[src/rtl/regfile_mp_scoreboard.sv]
// Multi-read, dual-write register file with a per-register busy scoreboard.
// Optional same-cycle write-through forwarding is enabled by defining REGFILE_BYPASS_EN.
module regfile_mp_scoreboard #(
    parameter int DATA_W = 32,
    parameter int ADDR_W = 5,
    parameter int NUM_RD = 2
) (
    input  logic                     clk,
    input  logic                     rst,
    input  logic [NUM_RD*ADDR_W-1:0] rd_addr,
    output logic [NUM_RD*DATA_W-1:0] rd_data,
    output logic [NUM_RD-1:0]        rd_busy,
    input  logic                     we0,
    input  logic [ADDR_W-1:0]        wa0,
    input  logic [DATA_W-1:0]        wd0,
    input  logic                     we1,
    input  logic [ADDR_W-1:0]        wa1,
    input  logic [DATA_W-1:0]        wd1,
    input  logic                     rsv_en,
    input  logic [ADDR_W-1:0]        rsv_addr,
    output logic [(2**ADDR_W)-1:0]   busy_vec
);

    localparam int DEPTH = 2**ADDR_W;

    logic [DATA_W-1:0] mem_q [DEPTH];
    logic [DATA_W-1:0] mem_d [DEPTH];
    logic [DEPTH-1:0]  busy_q;
    logic [DEPTH-1:0]  busy_d;

    logic wr0_ok;
    logic wr1_ok;
    logic rsv_ok;

    assign wr0_ok = we0 && (wa0 != '0);
    assign wr1_ok = we1 && (wa1 != '0);
    assign rsv_ok = rsv_en && (rsv_addr != '0);

    // Later assignments win: port 1 over port 0, and a reserve over any write-clear.
    always_comb begin
        mem_d  = mem_q;
        busy_d = busy_q;
        if (wr0_ok) begin
            mem_d[wa0]  = wd0;
            busy_d[wa0] = 1'b0;
        end
        if (wr1_ok) begin
            mem_d[wa1]  = wd1;
            busy_d[wa1] = 1'b0;
        end
        if (rsv_ok) begin
            busy_d[rsv_addr] = 1'b1;
        end
    end

    always_ff @(posedge clk or negedge rst) begin
        if (!rst) begin
            for (int r = 0; r < DEPTH; r++) begin
                mem_q[r] <= '0;
            end
            busy_q <= '0;
        end else begin
            mem_q  <= mem_d;
            busy_q <= busy_d;
        end
    end

    assign busy_vec = busy_q;

    genvar gi;
    generate
        for (gi = 0; gi < NUM_RD; gi++) begin : g_rd
            logic [ADDR_W-1:0] addr;
            logic [DATA_W-1:0] data;
            logic              busy;

            assign addr = rd_addr[gi*ADDR_W +: ADDR_W];

            always_comb begin
                data = (addr == '0) ? '0 : mem_q[addr];
                busy = busy_q[addr];
`ifdef REGFILE_BYPASS_EN
                // Forwarding is suppressed while reset is held so reads stay zero.
                if (rst && (addr != '0)) begin
                    if (wr1_ok && (wa1 == addr)) begin
                        data = wd1;
                    end else if (wr0_ok && (wa0 == addr)) begin
                        data = wd0;
                    end
                    if (((wr0_ok && (wa0 == addr)) || (wr1_ok && (wa1 == addr))) &&
                        !(rsv_ok && (rsv_addr == addr))) begin
                        busy = 1'b0;
                    end
                end
`endif
            end

            assign rd_data[gi*DATA_W +: DATA_W] = data;
            assign rd_busy[gi]                  = busy;
        end
    endgenerate

endmodule

[config.mk]
export PLATFORM = sky130hd
export DESIGN_NAME = regfile_mp_scoreboard
export DESIGN_NICKNAME = d
export VERILOG_FILES = /design/src/rtl/regfile_mp_scoreboard.sv
export SDC_FILE = /design/constraint.sdc
export NUM_CORES = 2
export LEC_CHECK = 0
export ABC_AREA = 0
export BUFFER_PORTS_ARGS = -buffer_cell sky130_fd_sc_hd__buf_2
export CORE_MARGIN = 2
export CORE_UTILIZATION = 46
export CTS_CLUSTER_SIZE = 8
export DETAILED_ROUTE_END_ITERATION = 8
export PLACE_DENSITY = 0.67
export SLEW_MARGIN = 20
export SYNTH_ARGS = -nofsm -noshare
export SYNTH_HDL_FRONTEND = slang
export SYNTH_SLANG_ARGS = --single-unit
[constraint.sdc]
create_clock -name clk -period 2.6 [get_ports clk]
set_clock_uncertainty 0.05 [all_clocks]
set_input_delay 0 -clock clk [delete_from_list [all_inputs] [get_ports clk]]
set_output_delay 0 -clock clk [all_outputs]
set_load 0.01 [all_outputs]
After elaboration in Yosys (flattened, before gate mapping)
Index checks and enable logic that the tools add are counted.
{"block": "word_totals", "inputBits": 94, "register_bits": 1056, "latch_bits": 0, "output_inout_bits": 98, "ram_bits": 0, "wordCells": 98, "n_memories": 0, "rom_bits": 0}
{"block": "op_classes", "n_reduce_logical": 13, "n_shift": 0, "eq_ne": 0, "div": 0, "magnitude_cmp": 14, "n_addsub": 0, "muxes": 29, "mul": 0, "n_bitwise": 9}
{"op": "bitwise mux 1024 bit", "n": 2}
{"op": "two-way mux 1024 bit", "n": 2}
{"op": "two-way mux 32 bit", "n": 11}
{"op": "binary-select mux 32 bit (select 5 bit)", "n": 2}
{"op": "demux 32 bit (select 5 bit)", "n": 2}
{"op": "AND 32 bit", "n": 2}
{"op": "inverter 32 bit", "n": 2}
{"op": "bitwise OR 32 bit", "n": 1}
{"op": "< comparator 5 x 6 -> 1 bit (second input constant)", "n": 5}
{"op": "greater-or-equal comparator 6 bit (second input constant)", "n": 4}
{"op": "inverter 5 -> 6 bit", "n": 4}
{"op": "demux 1 bit (select 5 bit)", "n": 3}
{"op": "greater-or-equal comparator 5 x 1 -> 1 bit (second input constant)", "n": 3}
{"op": "nonzero test 5 bit", "n": 3}
{"op": "< comparator 6 x 1 -> 1 bit (second input constant)", "n": 2}
{"op": "binary-select mux 1 bit (select 5 bit)", "n": 2}
{"op": "zero test 5 bit", "n": 2}
{"op": "logical AND 1 bit", "n": 8}
{"op": "two-way mux 1 bit", "n": 5}

Logic depth before layout (Yosys ltp)
{"block": "logic_depth", "word_depth": 11, "ltp_mapped": 9, "mapped_depth_nobuf": 4}

Worst setup path before layout
No wires, ideal clock.
{"block": "synth_timing", "path_type": "in2out", "startpoint": "in rd_addr[6]", "endpoint": "out rd_busy[1]", "setup_slack_ns": 0.825, "t_required_ns": 2.550, "arrival_ns": 1.725, "stages": 7, "n_path_buf": 4, "path_cell_list": "buf_4 > buf_6 > buf_2 > mux4_2 > mux4_2 > mux2_2 > buf_4"}
{"block": "synth_via", "elab_chain_len": 2}
{"item": "start: declaration", "line_no": "10", "text": "input logic [NUM_RD*ADDR_W-1:0] rd_addr,"}
{"item": "binary-select mux 1 bit (select 5 bit)", "line_no": "81", "text": "busy = busy_q[addr];"}
{"item": "two-way mux 1 bit (not written as such)", "line_no": "81"}
{"item": "end: declaration", "line_no": "12", "text": "output logic [NUM_RD-1:0] rd_busy,"}
No other way between the ends. The select of a mux whose other input is x is not followed.

Worst setup path after layout
{"block": "layout_timing", "startpoint": "reg busy_q[1] (netlist: busy_vec[1])", "endpoint": "out rd_busy[1]"}
{"block": "layout_via", "elab_chain_len": 2}
{"item": "start: declaration", "line_no": "28", "text": "logic [DEPTH-1:0] busy_q;"}
{"item": "start signal: assignment", "line_no": "64", "text": "busy_q <= busy_d;"}
{"item": "binary-select mux 1 bit (select 5 bit)", "line_no": "81"}
{"item": "two-way mux 1 bit (not written as such)", "line_no": "81"}
No other way between the ends. The select of a mux whose other input is x is not followed.

==> results.toml <==
[job]
cap_violations = 0

[grt]
antenna_found_initial = 16
track_usage = 0.385
grt_max_degree = 130
grt_pass1_wl_um = 407000
grt_pass1_vias = 55600
grt.overflow.total = 0

[die]
io_pins = 192
die-area_sq_mm = 0.145
start_util = 0.463
fp.dieW_um = 381
fp.dieH_um = 381
core_sq_mm = 0.141
fp-row-count = 138

[timing]
max_freq_mhz = 356
setup_viol = 18
maxSlewHeadroom = 0.209
fin_ws_ps = -211
max_slew.worst_pin.slew_ps = 1180
layout_min_cycle_time_ps = 2810
drv_slew = 0
fin_crit_sh = 1.08
hold_viol_final = 0
rsz0062_at_grt = "true"

[synth]
syn_inst = 6325
ys_async_sr_fraction = 1.00
syn_area_per_cell_sq_um = 10.3
ys_seq_elements = 1056
synth-main-ff-cell = "dfrtp_1"
synth_seq_area_share = 0.404
yosysMostFrequentCell = "mux2i_1"
synthTopCellsByArea = "dfrtp_1 (40%), mux2i_1 (18%), mux4_2 (13%)"
synth_area_sq_mm = 0.0654
synth_common_cells = "mux2i_1 (1,204), dfrtp_1 (1,056), a21oi_1 (671)"
synth_top_cell_area_share = 0.404
netlist.top_cell.by_area = "dfrtp_1"
synth_nets = 6419
synth_edf_count = 0
synth_cell_types = 51
ys.warnings.count = 0

[critical_path]
reg2reg_setup_slack_ps = 1100
crit_arrival_ps = 2760
cp_common_cell = "mux4_2"
r2r_cells = 4
critPathRequiredTime_ps = 2550
crit_type = "register to output port"
cp_top_family = "multiplexers"
cp-start-kind = "register"
cp-end-kind = "output port"
path_buf_inv = 1
cp_slowest_cell = "mux4_2"
cp_slowest_stage_delay_ps = 540
r2r_start = "mem_q[745]"
path_cells = "mux4_2 > mux4_2 > mux2_4 > buf_6"
cp_max_fo = 4
reg2reg_to = "mem_q[745]"

[worst_hold_path]
hold_depth = 4
min_to = "busy_vec[17]"
hp-class = "primary input to register"
min_from = "wa0[4]"

[power]
p_int_mw = 39.4
comb_power_share = 0.272
p_leak_nw = 33.3
power_frac_seq = 0.418
p_sw_frac = 0.327
clkPwrFrac = 0.310
p_per_area_mw_per_mm2 = 764
power.switching_mw = 19.1
p_total_mw = 58.5
vdd.ir_drop.worst_uv = 793

[run_status]
status = "complete, but fails checks"
violations = "negative setup slack"

[detailed_routing]
dr.pass1.iters = 6
avgViaCountPerCell = 7.03
drc_errors = 0
totalWireLength_um = 287000
drtIter0Drc = 9363
wl_per_cell_um = 34.6
vias = 58300
drtAntennaViolNets = 0

[place]
dp_hpwl_um = 169000
port_buffers = 191
preCtsSetupSlack_ps = 38.3
post_dp_cell_area_sq_mm = 0.0695
place_congestion = 0.940

[finish]
fillers = 11900
postLayoutCellArea_sq_mm = 0.0766
area.growth.synth_to_final_pct = 17.1
nets = 6472
drive_above_1_share = 0.217

[cts]
numCtsBuffers = 150
cts_tree = "built"
insertion_delay_ps = 810
clock-sinks = 1056
cts_root_buffer = "clkbuf_16"
h-tree-depth = 4
path_clk_slew_ps = 50
clock_path_buffers = 3
## power by group through the flow
stage / Combinational, mW / Clock (mW) / Sequential [mW]
final: 15.9 / 18.1 / 24.4
after detailed placement: 14.0 / 0 / 24.5
after global placement: 13.6 / 0 / 24.3
after global routing: 16.9 / 18.7 / 24.9
after CTS: 15.1 / 18.1 / 24.3
after floorplan: 10.1 / 0 / 23.2
## stage by stage
stage	hold WS [ps]	util	setup TNS (ps)	cells
CTS	15.3	0.537	-1320	8266
detailed placement	-155	0.492	0	7917
finish	79.9	0.542	-883	8291
global placement	-151	0.492	0	7917
floorplan	-346	-	0	6325
global route	82.1	0.542	-1430	8288
## logic make-up (layout without fill, tap and decap cells)
group	Yosys count	after routing	share of synthesized area
compound gates	1506	1506	0.137
buf+inv	804	873	0.0524
flops	1056	1056	0.404
mux	1642	1642	0.324
other cells	0	6	0
simple gates	1317	1318	0.0829
## routing by layer
layer,vias up,part of all wire,global-route usage
li1,23300,-,-
met1,28600,0.36,0.502
met2,5131,0.41,0.530
met3,1256,0.17,0.161
met4,16,0.073,0.234
met5,-,0.00039,0
## worst max path at each step
stage	start	cells after the start	to
floorplan	rd_addr[6]	7	rd_busy[1]
global placement	rd_addr[3]	8	rd_data[17]
detailed placement	rd_addr[3]	8	rd_data[17]
CTS	busy_vec[3]	4	rd_busy[1]
global route	busy_vec[1]	4	rd_busy[1]
finish	busy_vec[1]	4	rd_busy[1]
## placed cells by master, fill, tap and decap left out, types with 10 or more instances in the layout
cell type	n
mux2i_1	1204
dfrtp_1	1047
a21oi_1	671
nor2_1	647
nand2_1	476
o21ai_0	378
mux4_2	372
buf_4	268
buf_2	174
clkbuf_16	151
dlygate4sd3_1	128
buf_12	112
a32oi_1	107
o221ai_1	64
a22oi_1	57
mux2_2	39
nor2b_1	36
nand4_1	35
o21ai_1	31
a211oi_2	30
mux2_4	27
nand2_4	26
a211oi_1	23
a221oi_1	22
a221oi_4	19
a311oi_1	18
a32o_1	16
a221oi_2	14
buf_6	13
nor2_4	12
o21ai_2	12
a211oi_4	11
and2_4	11
a311oi_2	10
## sequential cells by signal, summed over array words and instances (netlist names)
signal    flops
busy_vec     32
mem_q      1024
## worst register-to-register path, delay by kind of cell, from the launching register on
family	cells	cell delay, ps
buf+inv	2	720
compound gates	1	100
mux	1	120
flops	1	390
## what timing repair did
action | 4_1_cts | 5_1_grt
hold buffers | 129 | 0
endpoints found under the hold margin | 2079 | 0
setup buffers | 64 | 27
gates cloned | 0 | 1
pin swaps | 31 | 42
gates resized for setup | 117 | 93
endpoints found under the setup margin | 43 | 55
## final cells by class
cell class / instances / area, sq um / area share
multi-input combinational: 4466 / 37000 / 0.484
clock buffer: 155 / 3830 / 0.0501
clock inverter: 14 / 215 / 0.00281
tap: 1890 / 2360 / 0.0309
timing repair buffer: 700 / 6630 / 0.0866
inverter: 4 / 17.5 / 0.000229
sequential: 1056 / 26400 / 0.345
antenna: 6 / 15.0 / 0.000196
No activity file was read; power rests on OpenSTA's default activity.
